File: src/rtl/mission_sequencer.sv
// mission_sequencer: one warehouse mission FSM with a shared down-timer.
// Ports: clk, rst_n, cmd_valid/cmd_code, pos_valid/pos_code -> drive_mode, busy, done, err, target, state.
module mission_sequencer #(
  parameter int unsigned TURN_CYCLES  = 50_000_000,
  parameter int unsigned DWELL_CYCLES = 250_000_000,
  parameter int unsigned CNT_W        = 30
) (
  input  logic       clk,
  input  logic       rst_n,
  input  logic       cmd_valid,
  input  logic [7:0] cmd_code,
  input  logic       pos_valid,
  input  logic [7:0] pos_code,
  output logic [1:0] drive_mode,
  output logic       busy,
  output logic       done,
  output logic       err,
  output logic [7:0] target,
  output logic [2:0] state
);

  typedef enum logic [2:0] {
    S_IDLE     = 3'd0,
    S_TO_AISLE = 3'd1,
    S_TURN     = 3'd2,
    S_TO_SLOT  = 3'd3,
    S_DWELL    = 3'd4,
    S_RETURN   = 3'd5
  } state_e;

  localparam logic [1:0] DM_STOP = 2'b00;
  localparam logic [1:0] DM_LINE = 2'b01;
  localparam logic [1:0] DM_LEFT = 2'b10;

  localparam logic [CNT_W-1:0] TURN_LD  = CNT_W'(TURN_CYCLES - 1);
  localparam logic [CNT_W-1:0] DWELL_LD = CNT_W'(DWELL_CYCLES - 1);
  localparam logic [7:0]       HOME_TAG = 8'd16;

  // Aisle marker for a storage code; 0 marks an invalid code.
  function automatic logic [7:0] aisle_of(input logic [7:0] c);
    logic [7:0] a;
    a = 8'd0;
    unique case (1'b1)
      (c >= 8'd103 && c <= 8'd105): a = 8'd15;
      (c >= 8'd107 && c <= 8'd109): a = 8'd6;
      (c >= 8'd111 && c <= 8'd113): a = 8'd10;
      default:                      a = 8'd0;
    endcase
    return a;
  endfunction

  state_e           state_q, state_d;
  logic [CNT_W-1:0] timer_q, timer_d;
  logic [7:0]       target_q, target_d;
  logic             done_q, done_d;
  logic             err_q, err_d;
  logic [1:0]       dm_q, dm_d;

  logic [7:0] tgt_aisle;
  logic [7:0] tgt_slot;
  logic       cmd_abort;
  logic       cmd_other;
  logic       cmd_ok;

  assign tgt_aisle = aisle_of(target_q);
  assign tgt_slot  = target_q - 8'd100;
  assign cmd_abort = cmd_valid && (cmd_code == 8'd0);
  assign cmd_other = cmd_valid && (cmd_code != 8'd0);
  assign cmd_ok    = aisle_of(cmd_code) != 8'd0;

  // State register and registered outputs.
  always_ff @(posedge clk or negedge rst_n) begin
    if (!rst_n) begin
      state_q  <= S_IDLE;
      timer_q  <= '0;
      target_q <= 8'd0;
      done_q   <= 1'b0;
      err_q    <= 1'b0;
      dm_q     <= DM_STOP;
    end else begin
      state_q  <= state_d;
      timer_q  <= timer_d;
      target_q <= target_d;
      done_q   <= done_d;
      err_q    <= err_d;
      dm_q     <= dm_d;
    end
  end

  // Next-state logic; the command is evaluated before any position tag.
  always_comb begin
    state_d  = state_q;
    timer_d  = timer_q;
    target_d = target_q;
    done_d   = 1'b0;
    err_d    = 1'b0;
    if (state_q == S_IDLE) begin
      if (cmd_other) begin
        if (cmd_ok) begin
          state_d  = S_TO_AISLE;
          target_d = cmd_code;
        end else begin
          err_d = 1'b1;
        end
      end
    end else if (cmd_abort) begin
      state_d  = S_IDLE;
      target_d = 8'd0;
      timer_d  = '0;
    end else begin
      // A busy command is rejected but the mission still advances.
      err_d = cmd_other;
      unique case (state_q)
        S_TO_AISLE: begin
          if (pos_valid && pos_code == tgt_aisle) begin
            state_d = S_TURN;
            timer_d = TURN_LD;
          end
        end
        S_TURN: begin
          if (timer_q == '0) state_d = S_TO_SLOT;
          else               timer_d = timer_q - 1'b1;
        end
        S_TO_SLOT: begin
          if (pos_valid && pos_code == tgt_slot) begin
            state_d = S_DWELL;
            timer_d = DWELL_LD;
          end
        end
        S_DWELL: begin
          if (timer_q == '0) state_d = S_RETURN;
          else               timer_d = timer_q - 1'b1;
        end
        S_RETURN: begin
          if (pos_valid && pos_code == HOME_TAG) begin
            state_d  = S_IDLE;
            target_d = 8'd0;
            done_d   = 1'b1;
          end
        end
        default: begin
          state_d  = S_IDLE;
          target_d = 8'd0;
          timer_d  = '0;
        end
      endcase
    end
  end

  // Drive mode follows the next state so it lands with the state register.
  always_comb begin
    dm_d = DM_STOP;
    unique case (state_d)
      S_TO_AISLE: dm_d = DM_LINE;
      S_TURN:     dm_d = DM_LEFT;
      S_TO_SLOT:  dm_d = DM_LINE;
      S_RETURN:   dm_d = DM_LINE;
      default:    dm_d = DM_STOP;
    endcase
  end

  assign drive_mode = dm_q;
  assign busy       = (state_q != S_IDLE);
  assign done       = done_q;
  assign err        = err_q;
  assign target     = target_q;
  assign state      = state_q;

endmodule

File: config.mk
export PLATFORM = sky130hd
export DESIGN_NAME = mission_sequencer
export DESIGN_NICKNAME = d
export VERILOG_FILES = /design/src/rtl/mission_sequencer.sv
export SDC_FILE = /design/constraint.sdc
export NUM_CORES = 1
export LEC_CHECK = 0
export BUFFER_PORTS_ARGS = -buffer_cell sky130_fd_sc_hd__buf_4
export CAP_MARGIN = 40
export CORE_MARGIN = 2
export CORE_UTILIZATION = 35
export DETAILED_ROUTE_END_ITERATION = 12
export GPL_ROUTABILITY_DRIVEN = 0
export GPL_TIMING_DRIVEN = 0
export MAX_ROUTING_LAYER = met4
export SLEW_MARGIN = 20
export SYNTH_ARGS = -nofsm -noshare
export SYNTH_HDL_FRONTEND = slang
export SYNTH_SLANG_ARGS = --single-unit
File: constraint.sdc
create_clock -name clk -period 4.2 [get_ports clk]
set_input_delay 0.21 -clock clk [delete_from_list [all_inputs] [get_ports clk]]
set_output_delay 0.21 -clock clk [all_outputs]
set_load 0.02 [all_outputs]
Word-level counts from Yosys, hierarchy flattened
Cells that the tools add are included.
{"block": "op_classes", "eq_ne": 20, "add_sub_neg": 2, "order_cmp": 12, "n_reduce_logical": 22, "mux": 32, "bitwise_logic": 1}
{"operator": "$mux W30", "count": 4}
{"operator": "$pmux W30 S4", "count": 1}
{"operator": "$ge A8 B7 Y1 const B", "count": 6}
{"operator": "$le A8 B7 Y1 const B", "count": 6}
{"operator": "$mux W8", "count": 5}
{"operator": "$logic_not A30 Y1", "count": 1}
{"operator": "$sub A30 B1 Y30 const B", "count": 1}
{"operator": "$mux W3", "count": 9}
{"operator": "$pmux W4 S3", "count": 2}
{"operator": "$pmux W8 S2", "count": 1}
{"operator": "$reduce_bool A8 Y1", "count": 2}
{"operator": "$pmux W3 S5", "count": 1}
{"operator": "$eq A3 B2 Y1 const B", "count": 4}
{"operator": "$logic_and A1 B1 Y1", "count": 11}
{"operator": "$eq A3 B3 Y1 const B", "count": 3}
{"operator": "$ne A3 B3 Y1 const B", "count": 3}
{"operator": "$eq A8 B4 Y1", "count": 1}
{"operator": "$eq A8 B5 Y1 const B", "count": 1}
{"operator": "$eq A8 B8 Y1", "count": 1}
{"operator": "$logic_not A8 Y1", "count": 1}
{"operator": "$mux W1", "count": 8}
{"operator": "$sub A8 B7 Y8 const B", "count": 1}
{"operator": "$eq A3 B1 Y1 const B", "count": 2}
{"operator": "$ne A2 B2 Y1 const B", "count": 3}
{"operator": "other kinds (11)", "count": 11}
{"block": "totals", "ff_bits": 45, "wordCells": 95, "in_bits": 20}

Longest topological paths before layout
{"block": "depth", "ltp_word": 12, "ltp_mapped": 11, "depth_no_buf": 9}

Least setup slack after synthesis
Ideal clock, no wire load.
{"block": "synth_timing", "kind": "reg2reg", "from": "register timer_q[9]", "to": "register timer_q[15]", "t_arrival_ps": 2870, "stages_incl_launch_ff": 11, "n_path_buf": 3, "slack_ps": 1183, "required_time_ps": 4053, "cell_sequence": "dfrtp_1 or4_4 or3_1 buf_2 or4_4 o21a_1 or3_1 buf_2 buf_6 o211ai_1 a22oi_1"}
{"block": "synth_via", "elab_chain_len": 4, "elab_cells_between_ends": 7, "cone_classes": "add/sub: 1; eq/ne: 1; mux: 3; reduce/logical: 2"}
{"element": "start, declared", "line": "53", "source": "logic [CNT_W-1:0] timer_q, timer_d;"}
{"element": "start signal, assigned", "line": "82", "source": "timer_q <= timer_d;"}
{"element": "$sub A30 B1 Y30", "line": "122, 132"}
{"element": "$mux W30", "line": "121, 131"}
{"element": "$pmux W30 S4", "line": "113", "source": "unique case (state_q)"}
{"element": "$mux W30", "line": "106", "source": "end else if (cmd_abort) begin"}
Parallel ways exist; a longest one is shown, timed or not. The select of a mux whose other input is x is not followed.
A chain may end at the register's enable or synchronous reset.

Worst setup path in the final report
{"block": "layout_timing", "from": "register timer_q[9]", "to": "register timer_q[22]"}
The elaborated chain is that of the path after synthesis.

==> results.py <==
metrics = {
    "timing": {
        "setup_viol": 0,
        "setup_slack_ns": 0.874,
        "finClkSkew_ns": 0.0122,
        "maxSlewHeadroom": 0.440,
        "tns_ns": 0,
        "maxSlewViolCount": 0,
        "period_needed_ns": 3.33,
        "fmax_mhz": 301,
        "finalCritPeriodShare": 0.792,
        "hold_slack_ns": 0.135,
        "grt_setup_unrepaired": "false",
        "worst_slew_pin_slew_ns": 0.837,
        "hold_viol_final": 0,
    },
    "global_route": {
        "overflow": 0,
        "grt_max_degree": 46,
        "grt_first_pass_wirelength_um": 17300,
        "grt_pass1_vias": 3351,
        "antenna_found_initial": 0,
        "grt_use_total": 0.216,
    },
    "power_and_ir_drop": {
        "power_frac_seq": 0.444,
        "p_clk_frac": 0.324,
        "power.share.switching": 0.309,
        "p_switching_mw": 0.340,
        "combPwrFrac": 0.231,
        "power_density_nw_per_um2": 279,
        "ir_worst_vdd_mv": 0.152,
        "leakage_nw": 1.52,
        "internal-power_mw": 0.761,
    },
    "cells_and_area": {
        "final_nets": 479,
        "n_antenna_cell": 0,
        "nFillCells": 965,
        "fin_util": 0.424,
        "syn_to_final_growth_pct": 16.8,
        "drive_above_1_share": 0.137,
    },
    "die": {
        "die_h_um": 102,
        "die_w_um": 102,
        "coreArea_um2": 9280,
        "num_rows": 35,
        "dieArea_um2": 10400,
        "ios": 36,
        "start_util": 0.363,
    },
    "clock_network": {
        "cts_made_buffers": 5,
        "cts_hold_buf": 1,
        "cts_sinks": 45,
        "clk_path_buf_depth": 2,
        "post_cts_buffers": 0,
        "clock_latency_ns": 0.32,
        "cts_tree": "done",
        "cts-root-buf": "clkbuf_8",
        "ctsResizeCount": 0,
        "cts.reportedPaths.clkPinSlew_ns": 0.09,
        "cts_max_level": 2,
    },
    "place": {
        "dp_hpwl_um": 7500,
        "portBuffers": 35,
        "post-place-ws_ns": 0.905,
    },
    "synth": {
        "synth-edff-count": 0,
        "syn-cell-area_um2": 3370,
        "syn_inst": 407,
        "ys_types": 65,
        "synthesis.nets": 434,
        "synth_ff_type": "dfrtp_1",
        "synthTopCellsByArea": "dfrtp_1, o211ai_1, nand2_1",
        "ys_seq_area_frac": 0.334,
        "ys_ff_latch": 45,
        "yosysWarnings": 0,
        "syn_area_per_cell_um2": 8.28,
        "ys_async_sr_fraction": 1.00,
        "synth_top_cell_area_share": 0.334,
        "synth_top_cell_by_area": "dfrtp_1",
    },
    "setup_path": {
        "end_kind": "flop",
        "start_kind": "flop",
        "cp.required_ns": 4.40,
        "critical_path_class": "flop to flop",
        "regToRegStartpoint": "timer_q[9]",
        "setup.worst_path.start": "timer_q[9]",
        "r2r_slack_ns": 0.87,
        "arrival_ns": 3.53,
        "worstPathMaxFanout": 7,
    },
    "routing": {
        "route.detailed.drc": 0,
        "avgRoutedWirePerCell_um": 17.9,
        "ant_nets": 0,
        "drt_iter0_drc": 252,
        "drt_wl_total_um": 10400,
        "dr.pass1.iters": 5,
        "vias": 3502,
        "via_per_inst": 6.02,
    },
    "flow_run": {
        "cap_violations": 0,
    },
    "status": {
        "outcome": "complete, no violations",
    },
    "hold_path": {
        "worstHoldPathType": "input port to flop",
        "min_from": "cmd_code[3]",
    },
}
cells in the final DEF (no fill, tap or decap), drive strengths merged, types with 3 or more instances in the layout:
cell and count:
nor2b 6, clkbuf 23, a22o 6, a21oi 18, a21o 5, ha 7
nor2 31, o21ai 32, nand2b 7, nor4 9, nand4 4, buf 42
or4b 3, and2 3, dfrtp 45, mux2i 4, xnor2 5, a211oi 3
or3 9, nor3 21, xor2 3, nand3 20, o211ai 23, o311ai 6
or4 5, a31o 3, a31oi 15, nand2 32, o21bai 3, or2 3
inv 11, nand3b 5, o31ai 5
power by group through the flow:
stage               registers, mW  clock network [mW]  logic, mW
floorplan                   0.509                   0      0.144
detailed placement          0.497                   0      0.252
global route                0.494               0.379      0.281
CTS                         0.489               0.362      0.254
finish                      0.489               0.357      0.254
global placement            0.497                   0      0.248
critical path: stages (launching register included):
cell     delay [ns]
dfrtp_1        0.46
or4_4          0.59
or3_1          0.32
buf_2          0.16
or4_4          0.56
o21a_1         0.24
nor4_2         0.28
nor2_1         0.19
buf_4          0.21
a32o_1         0.22
flip-flops by register name (all words and copies together), names as in the netlist:
name and count:
target 8, done 1, err 1, state 3, timer_q 30, drive_mode 2
Yosys cell counts, types with 3 or more instances:
cell type,count
o31ai_1,5
a22o_1,6
nor3_1,21
nand3_1,20
a21oi_1,18
or4_1,3
buf_2,4
a211oi_1,3
nand4_1,4
ha_1,7
clkbuf_1,17
a21o_1,5
nor2b_1,6
nor2_1,31
o211ai_1,22
a31oi_1,15
o21bai_1,3
nand3b_1,5
o311ai_0,6
inv_1,11
nor4_1,7
o21ai_1,17
o21ai_0,14
xor2_1,3
dfrtp_1,45
and2_1,3
nand2b_1,7
or3_1,9
xnor2_1,5
mux2i_1,4
nand2_1,32
final timing paths:
path | cells after the start | to
setup / recovery | 9 | timer_q[22]
hold / removal | 2 | target[3]
setup reg to reg | 9 | timer_q[22]
hold reg to reg | 1 | timer_q[24]
max in group asynchronous | 2 | timer_q[19]
min in group asynchronous | 2 | timer_q[11]
per-stage QoR:
step | cell area (um^2) | power [mW] | cells
2_1_floorplan | 3370 | 0.653 | 407
3_3_place_gp | 3790 | 0.745 | 571
3_5_place_dp | 3800 | 0.750 | 572
4_1_cts | 3930 | 1.10 | 581
5_1_grt | 3940 | 1.15 | 582
6_report | 3940 | 1.10 | 582
cell families (layout without fill, tap and decap cells):
kind of cell	after synthesis	after routing	synth area share
simple gates	164	164	0.261
compound gates	145	145	0.299
flops	45	45	0.334
buf+inv	33	79	0.0405
xor+xnor	9	9	0.0275
fa+ha+maj	7	7	0.0260
mux	4	4	0.0119
layout make-up:
class                           instances  area, um^2  area share
Inverter                               11        41.3      0.0105
Clock inverter                          2        37.5     0.00953
Clock buffer                            6        82.6      0.0210
Tap cell                              129         161      0.0410
Timing Repair Buffer                   38         285      0.0724
Buffer                                 22        95.1      0.0241
Multi-Input combinational cell        329        2110       0.535
Sequential cell                        45        1130       0.286
layer usage:
layer	global-route usage	wire, um
met4	0.0687	222
met1	0.291	4780
met3	0.0390	674
met5	-	0
met2	0.329	4730
Power figures use the tool's default switching activity.
